File: config.mk
export PLATFORM = sky130hd
export DESIGN_NAME = cache_access_driver
export DESIGN_NICKNAME = d
export VERILOG_FILES = /design/src/rtl/cache_access_driver.sv
export SDC_FILE = /design/constraint.sdc
export NUM_CORES = 1
export LEC_CHECK = 0
export ABC_AREA = 1
export CAP_MARGIN = 5
export CORE_UTILIZATION = 55
export CTS_CLUSTER_DIAMETER = 80
export CTS_CLUSTER_SIZE = 8
export DETAILED_ROUTE_END_ITERATION = 6
export PLACE_DENSITY_LB_ADDON = 0.15
export SETUP_SLACK_MARGIN = 0.5
export SLEW_MARGIN = 20
export SYNTH_ARGS = -nofsm -noshare
export SYNTH_HDL_FRONTEND = slang
export SYNTH_SLANG_ARGS = --single-unit
File: constraint.sdc
create_clock -name clk -period 10.7 [get_ports clk]
set_clock_uncertainty 0.05 [all_clocks]
set_input_delay 2.14 -clock clk [delete_from_list [all_inputs] [get_ports clk]]
set_output_delay 2.14 -clock clk [all_outputs]
set_load 0.02 [all_outputs]
File: src/rtl/cache_access_driver.sv
// -----------------------------------------------------------------------------
// cache_access_driver
//
// Request-side traffic generator for a single-ported cache. One run walks
// count addresses starting at base_addr with a fixed stride, issuing one access
// per cycle. The run is a read pass, a write pass, or a write pass followed
// immediately by a read pass over the same addresses. The cache answers every
// request one cycle later. Answers to run accesses are counted as hits and
// misses. Answers to idle-cycle accesses are ignored.
//
// Optional feature (compile-time macro CACHE_DRV_DATA_CHECK_EN):
//   When defined, each counted read-pass hit has its read data compared with
//   the pattern that the write pass stores at that address. Each mismatch
//   increments err_cnt. When undefined, err_cnt is tied to zero.
//
// Ports
//   clk, reset            clock; asynchronous active-high reset
//   start                 begin a run (sampled in IDLE only)
//   base_addr/stride      walk start address / zero-extended increment
//   count                 accesses per pass
//   mode                  00 read, 01 write, 10 write then read, 11 read
//   c_addr/c_wr_data/c_wr_en   registered request to the cache
//   c_rd_data/c_hit/c_miss     cache response, one cycle after the request
//   busy                  high while in RUN or DRAIN
//   done                  one-cycle pulse; all counters are final
//   hit_cnt/miss_cnt      saturating result counters for the current run
//   err_cnt               saturating read-data mismatch count (macro only)
// -----------------------------------------------------------------------------
module cache_access_driver #(
  parameter logic [31:0] IDLE_ADDR  = 32'hFFFF_FFF0,
  parameter logic [7:0]  WDATA_SEED = 8'hA5
) (
  input  logic        clk,
  input  logic        reset,
  input  logic        start,
  input  logic [31:0] base_addr,
  input  logic [15:0] stride,
  input  logic [15:0] count,
  input  logic [1:0]  mode,
  output logic [31:0] c_addr,
  output logic [7:0]  c_wr_data,
  output logic        c_wr_en,
  input  logic [7:0]  c_rd_data,
  input  logic        c_hit,
  input  logic        c_miss,
  output logic        busy,
  output logic        done,
  output logic [31:0] hit_cnt,
  output logic [31:0] miss_cnt,
  output logic [15:0] err_cnt
);

  typedef enum logic [1:0] {S_IDLE, S_RUN, S_DRAIN, S_DONE} state_t;

  state_t      state;
  logic [31:0] base_q;
  logic [15:0] stride_q;
  logic [15:0] count_q;
  logic [1:0]  mode_q;
  logic [15:0] idx;       // index of the access currently on c_addr
  logic        pass_wr;   // current pass is the write pass
  logic        res_flag;  // the response in this cycle belongs to a run access

  logic [31:0] next_addr;
  logic        last_acc;
  logic        two_pass;
  logic        start_wr;
  logic        start_acc;

  // The running address is accumulated rather than computed as base+i*stride,
  // which keeps a multiplier off the request path.
  assign next_addr = c_addr + {16'd0, stride_q};
  assign last_acc  = (idx == count_q - 16'd1);
  assign two_pass  = (mode_q == 2'b10);
  assign start_wr  = (mode == 2'b01) || (mode == 2'b10);
  assign start_acc = (state == S_IDLE) && start;

  // NOTE: all state updates use non-blocking assignments so every register
  // samples the pre-edge values; blocking here would create order-dependent
  // behaviour between the counters and the FSM.
  always_ff @(posedge clk or posedge reset) begin
    if (reset) begin
      state     <= S_IDLE;
      base_q    <= '0;
      stride_q  <= '0;
      count_q   <= '0;
      mode_q    <= '0;
      idx       <= '0;
      pass_wr   <= 1'b0;
      res_flag  <= 1'b0;
      c_addr    <= IDLE_ADDR;
      c_wr_data <= '0;
      c_wr_en   <= 1'b0;
      busy      <= 1'b0;
      done      <= 1'b0;
      hit_cnt   <= '0;
      miss_cnt  <= '0;
    end else begin
      done     <= 1'b0;
      res_flag <= (state == S_RUN);

      if (res_flag) begin
        if (c_hit && (hit_cnt != '1))
          hit_cnt <= hit_cnt + 32'd1;
        if (c_miss && (miss_cnt != '1))
          miss_cnt <= miss_cnt + 32'd1;
      end

      case (state)
        S_IDLE: begin
          if (start) begin
            base_q   <= base_addr;
            stride_q <= stride;
            count_q  <= count;
            mode_q   <= mode;
            idx      <= '0;
            pass_wr  <= start_wr;
            hit_cnt  <= '0;
            miss_cnt <= '0;
            busy     <= 1'b1;
            if (count == 16'd0) begin
              state <= S_DRAIN;
            end else begin
              state     <= S_RUN;
              c_addr    <= base_addr;
              c_wr_en   <= start_wr;
              c_wr_data <= start_wr ? (base_addr[7:0] ^ WDATA_SEED) : 8'd0;
            end
          end
        end

        S_RUN: begin
          if (last_acc) begin
            if (two_pass && pass_wr) begin
              // Turn straight around into the read pass, no idle cycle.
              pass_wr   <= 1'b0;
              idx       <= '0;
              c_addr    <= base_q;
              c_wr_en   <= 1'b0;
              c_wr_data <= '0;
            end else begin
              state     <= S_DRAIN;
              c_addr    <= IDLE_ADDR;
              c_wr_en   <= 1'b0;
              c_wr_data <= '0;
            end
          end else begin
            idx       <= idx + 16'd1;
            c_addr    <= next_addr;
            c_wr_en   <= pass_wr;
            c_wr_data <= pass_wr ? (next_addr[7:0] ^ WDATA_SEED) : 8'd0;
          end
        end

        // The final run response is counted on the edge leaving DRAIN.
        S_DRAIN: begin
          state <= S_DONE;
          busy  <= 1'b0;
          done  <= 1'b1;
        end

        S_DONE: state <= S_IDLE;

        default: state <= S_IDLE;
      endcase
    end
  end

`ifdef CACHE_DRV_DATA_CHECK_EN
  logic [31:0] res_addr;  // address of the request whose response is arriving
  logic        res_rd;    // that request was a read-pass access
  logic [7:0]  exp_data;
  logic        unused_res_addr;

  assign exp_data        = res_addr[7:0] ^ WDATA_SEED;
  assign unused_res_addr = ^res_addr[31:8];

  always_ff @(posedge clk or posedge reset) begin
    if (reset) begin
      res_addr <= '0;
      res_rd   <= 1'b0;
      err_cnt  <= '0;
    end else begin
      res_addr <= c_addr;
      res_rd   <= (state == S_RUN) && !pass_wr;
      if (start_acc)
        err_cnt <= '0;
      else if (res_flag && res_rd && c_hit && (c_rd_data != exp_data) &&
               (err_cnt != '1))
        err_cnt <= err_cnt + 16'd1;
    end
  end
`else
  logic unused_rd_data;

  assign unused_rd_data = ^{c_rd_data, start_acc};
  assign err_cnt        = '0;
`endif

endmodule

==> flow_summary.yaml <==
outcome:
  status: "finished, final reports clean"
pwr:
  leakage_nw: 7.357
  max-vdd-ir-drop_mv: 0.1595
  powerDensity_nw_per_um2: 279.2
place:
  post-dp-hpwl_mm: 27.42
  port_buffers: 177
  dpl.cell_count: 2355
  place_congestion: 0.9536
die:
  initial_core_util: 0.5667
  rows: 55
  die_area_sq_um: 24230
  die_height_microns: 155.7
  io_pins: 202
  die_x_microns: 155.7
  core_region_area_sq_um: 22920
layout:
  drive_gt1_frac: 0.07040
  final_nets: 2164
  synthToLayoutAreaGrowth_pct: 19.35
  layout.cells.non_filler: 2388
grt:
  grt_start_max_net_pins: 120
  grt_pass1_wl_mm: 62.16
  gr-usage-all-layers: 0.3241
  grt_pass1_vias: 12004
  grt_overflow: 0
  antenna_found_initial: 1
worst_setup_path:
  worstPathArrival_ns: 4.82
  path_common_cell: "a21oi_1"
  start_kind: "primary input"
  crit_type: "primary input to flop"
  r2r_slack_ns: 6.83
  crit_end: "c_addr[4]"
  path_max_fanout: 53
  crit_path_start: "start"
  r2r_end: "state[1]"
  cp_slowest_cell: "inv_2"
  required_ns: 11.01
  r2r_cells: 15
  slowest_delay_ns: 0.77
  worstPathCellList: "clkdlybuf4s50_1 > nand2_4 > o21ai_1 > and2_1 > buf_4 > inv_2 > a21oi_1 > a21oi_1"
  end_kind: "flop"
  r2r-start: "count_q[0]"
routing:
  viasPerCell: 5.466
  via_count: 13053
  wirelength_mm: 38.59
  drtPass1Iterations: 7
  drc: 0
  ant_nets: 0
  post_drt_wl_per_cell_microns: 16.16
  drtIter0Drc: 1190
synth:
  synth_cells: 1918
  yosysSeqAreaShare: 0.3746
  synth_top_family_by_area: "simple AND/OR/NAND/NOR gates"
  synth_top_area_share: 0.3179
  synth_flop_cell: "dfrtp_1"
  synthAdderAreaFrac: 0.02370
  synth-xor-area-share: 0.04181
  yosysWarnings: 0
  synth_top_area_cell: "dfrtp_1"
  synth_edf_count: 0
  syn-cell-area_sq_um: 12990
  synthTopCellsByArea: "dfrtp_1 32%, nand2_1 17%, nor2_1 6.8%, nand3_1 6.4%, dfstp_2 5.7%"
  synth.ff_latch_count: 193
  synthMuxAreaShare: 0
  synth-compound-area-share: 0.08719
  synth.most_common_cell: "nand2_1"
  synth_cell_type_count: 45
  async_reset_ff_frac: 1.000
  netlist_top_cells_count: "591 x nand2_1, 236 x nor2_1, 189 x inv_1, 165 x dfrtp_1, 165 x nand3_1"
  avgSynthCellArea_sq_um: 6.771
  yosys.area_share.simple: 0.3854
clocking:
  post-cts-setup-buffer-count: 0
  clk_latency_ns: 0.44
  cts_max_path_buffers: 2
  post_cts_resized: 0
  clkTransAtPathRegs_ns: 0.08
  postCtsHoldBufs: 0
  cts_buffers: 17
  h-tree-depth: 4
  cts_sinks: 193
  cts_tree: "done"
  clockRootBuffer: "clkbuf_16"
timing:
  tightest_slew_ns: 1.061
  hold_violations: 0
  tns_ns: 0
  fmax_mhz: 221.6
  min_period_over_period: 0.4218
  post-route-min-period_ns: 4.513
  drv_slew: 0
  slew_headroom: 0.2901
  setup_viol: 0
  rsz0062_at_grt: "no"
job:
  max-cap-violations: 0
hold_path:
  hp-class: "flop to flop"
[metal layers]
metal | vias up | track usage | wire [microns]
met5 | - | 0 | 0
met4 | 0 | 0.08870 | 594
met3 | 43 | 0.04833 | 2678
met2 | 532 | 0.5294 | 18210
met1 | 6088 | 0.4485 | 17110
li1 | 6390 | - | -
[flip-flops by register name, summed over array words and instances (netlist names), 2 cells and up]
| register | cells |
|---|---|
| count_q | 16 |
| mode_q | 2 |
| state | 2 |
| base_q | 32 |
| c_addr | 32 |
| miss_cnt | 32 |
| stride_q | 16 |
| hit_cnt | 32 |
| c_wr_data | 8 |
| idx | 16 |
[layout by cell type, fill, tap and decap left out, types with 4 or more instances in the layout]
cell type        netlist  routed
a21oi_1              110     110
nand3b_1               4       4
a211oi_1               4       4
nand4_1               34      34
nand3_2                6       6
o21ai_1                4       4
o21ai_0               88      88
nand2_2               11      11
dfstp_2               28      28
nand2_1              591     590
nor3_1                33      33
ha_1                  23      23
xor2_1                42      42
clkinvlp_4             0       4
conb_1                 1      16
clkdlybuf4s50_1        0     177
xnor2_1               20      20
inv_6                  0       4
nand3_1              165     165
nor2_1               236     236
nor2_2                13      13
nor4_1                11      11
or2_2                 20      20
inv_1                189     187
clkbuf_16              0      17
inv_2                  7       8
buf_4                 19      10
nand2_4                4       5
o21bai_1               7       7
dfrtp_1              165     165
[critical path, delay by kind of cell]
kind                   cells  cell delay, ns
buffers and inverters      3            1.54
and+or+nand+nor            2            0.58
AOI/OAI and AO/OA          3            0.53
[final cells by class]
class / instances / area, sq um
diodes: 1 / 2.502
repair buffers: 187 / 1847
clock buffers: 19 / 442.9
inverters: 197 / 747.0
well taps: 313 / 391.6
flip-flops and latches: 193 / 4865
clock inverters: 13 / 150.1
multi-input cells: 1465 / 7056
fillers: 2073 / 7415
[how the worst min path moves through the flow]
stage	start	to	slack, ns	depth (start not counted)
CTS	base_q[9]	base_q[9]	0.44	2
detailed placement	base_q[9]	base_q[9]	0.42	2
global route	base_q[2]	base_q[2]	0.45	2
global placement	base_q[26]	base_q[26]	0.41	2
finish	base_q[25]	base_q[25]	0.43	2
floorplan	base_q[11]	base_q[11]	0.40	2
[logic make-up after synthesis]
kind of cell / count (synthesis)
fa+ha+maj: 24
simple gates: 1145
xor+xnor: 62
buf+inv: 275
flops: 193
other cells: 1
compound gates: 218
[power by group]
part           switching (mW)  total (mW)  internal, mW
Combinational            1.50        2.35         0.848
Clock                   0.310       0.666         0.356
Sequential              0.295        1.31          1.02
Total                    2.11        4.33          2.22
[metrics by stage]
stage / util / cell area, sq um / hold slack (ns) / total power, mW / worst slack [ns]
final: 0.6764 / 15500 / 0.4337 / 4.329 / 6.187
after global routing: 0.6763 / 15500 / 0.4509 / 4.649 / 6.027
after CTS: 0.6763 / 15500 / 0.4380 / 4.314 / 6.244
after detailed placement: 0.6505 / 14910 / 0.4171 / 3.630 / 5.791
after global placement: 0.6505 / 14910 / 0.4092 / 3.572 / 5.870
after floorplan: - / 13040 / 0.3957 / 2.893 / 3.301
(Power assumes the default switching activity.)
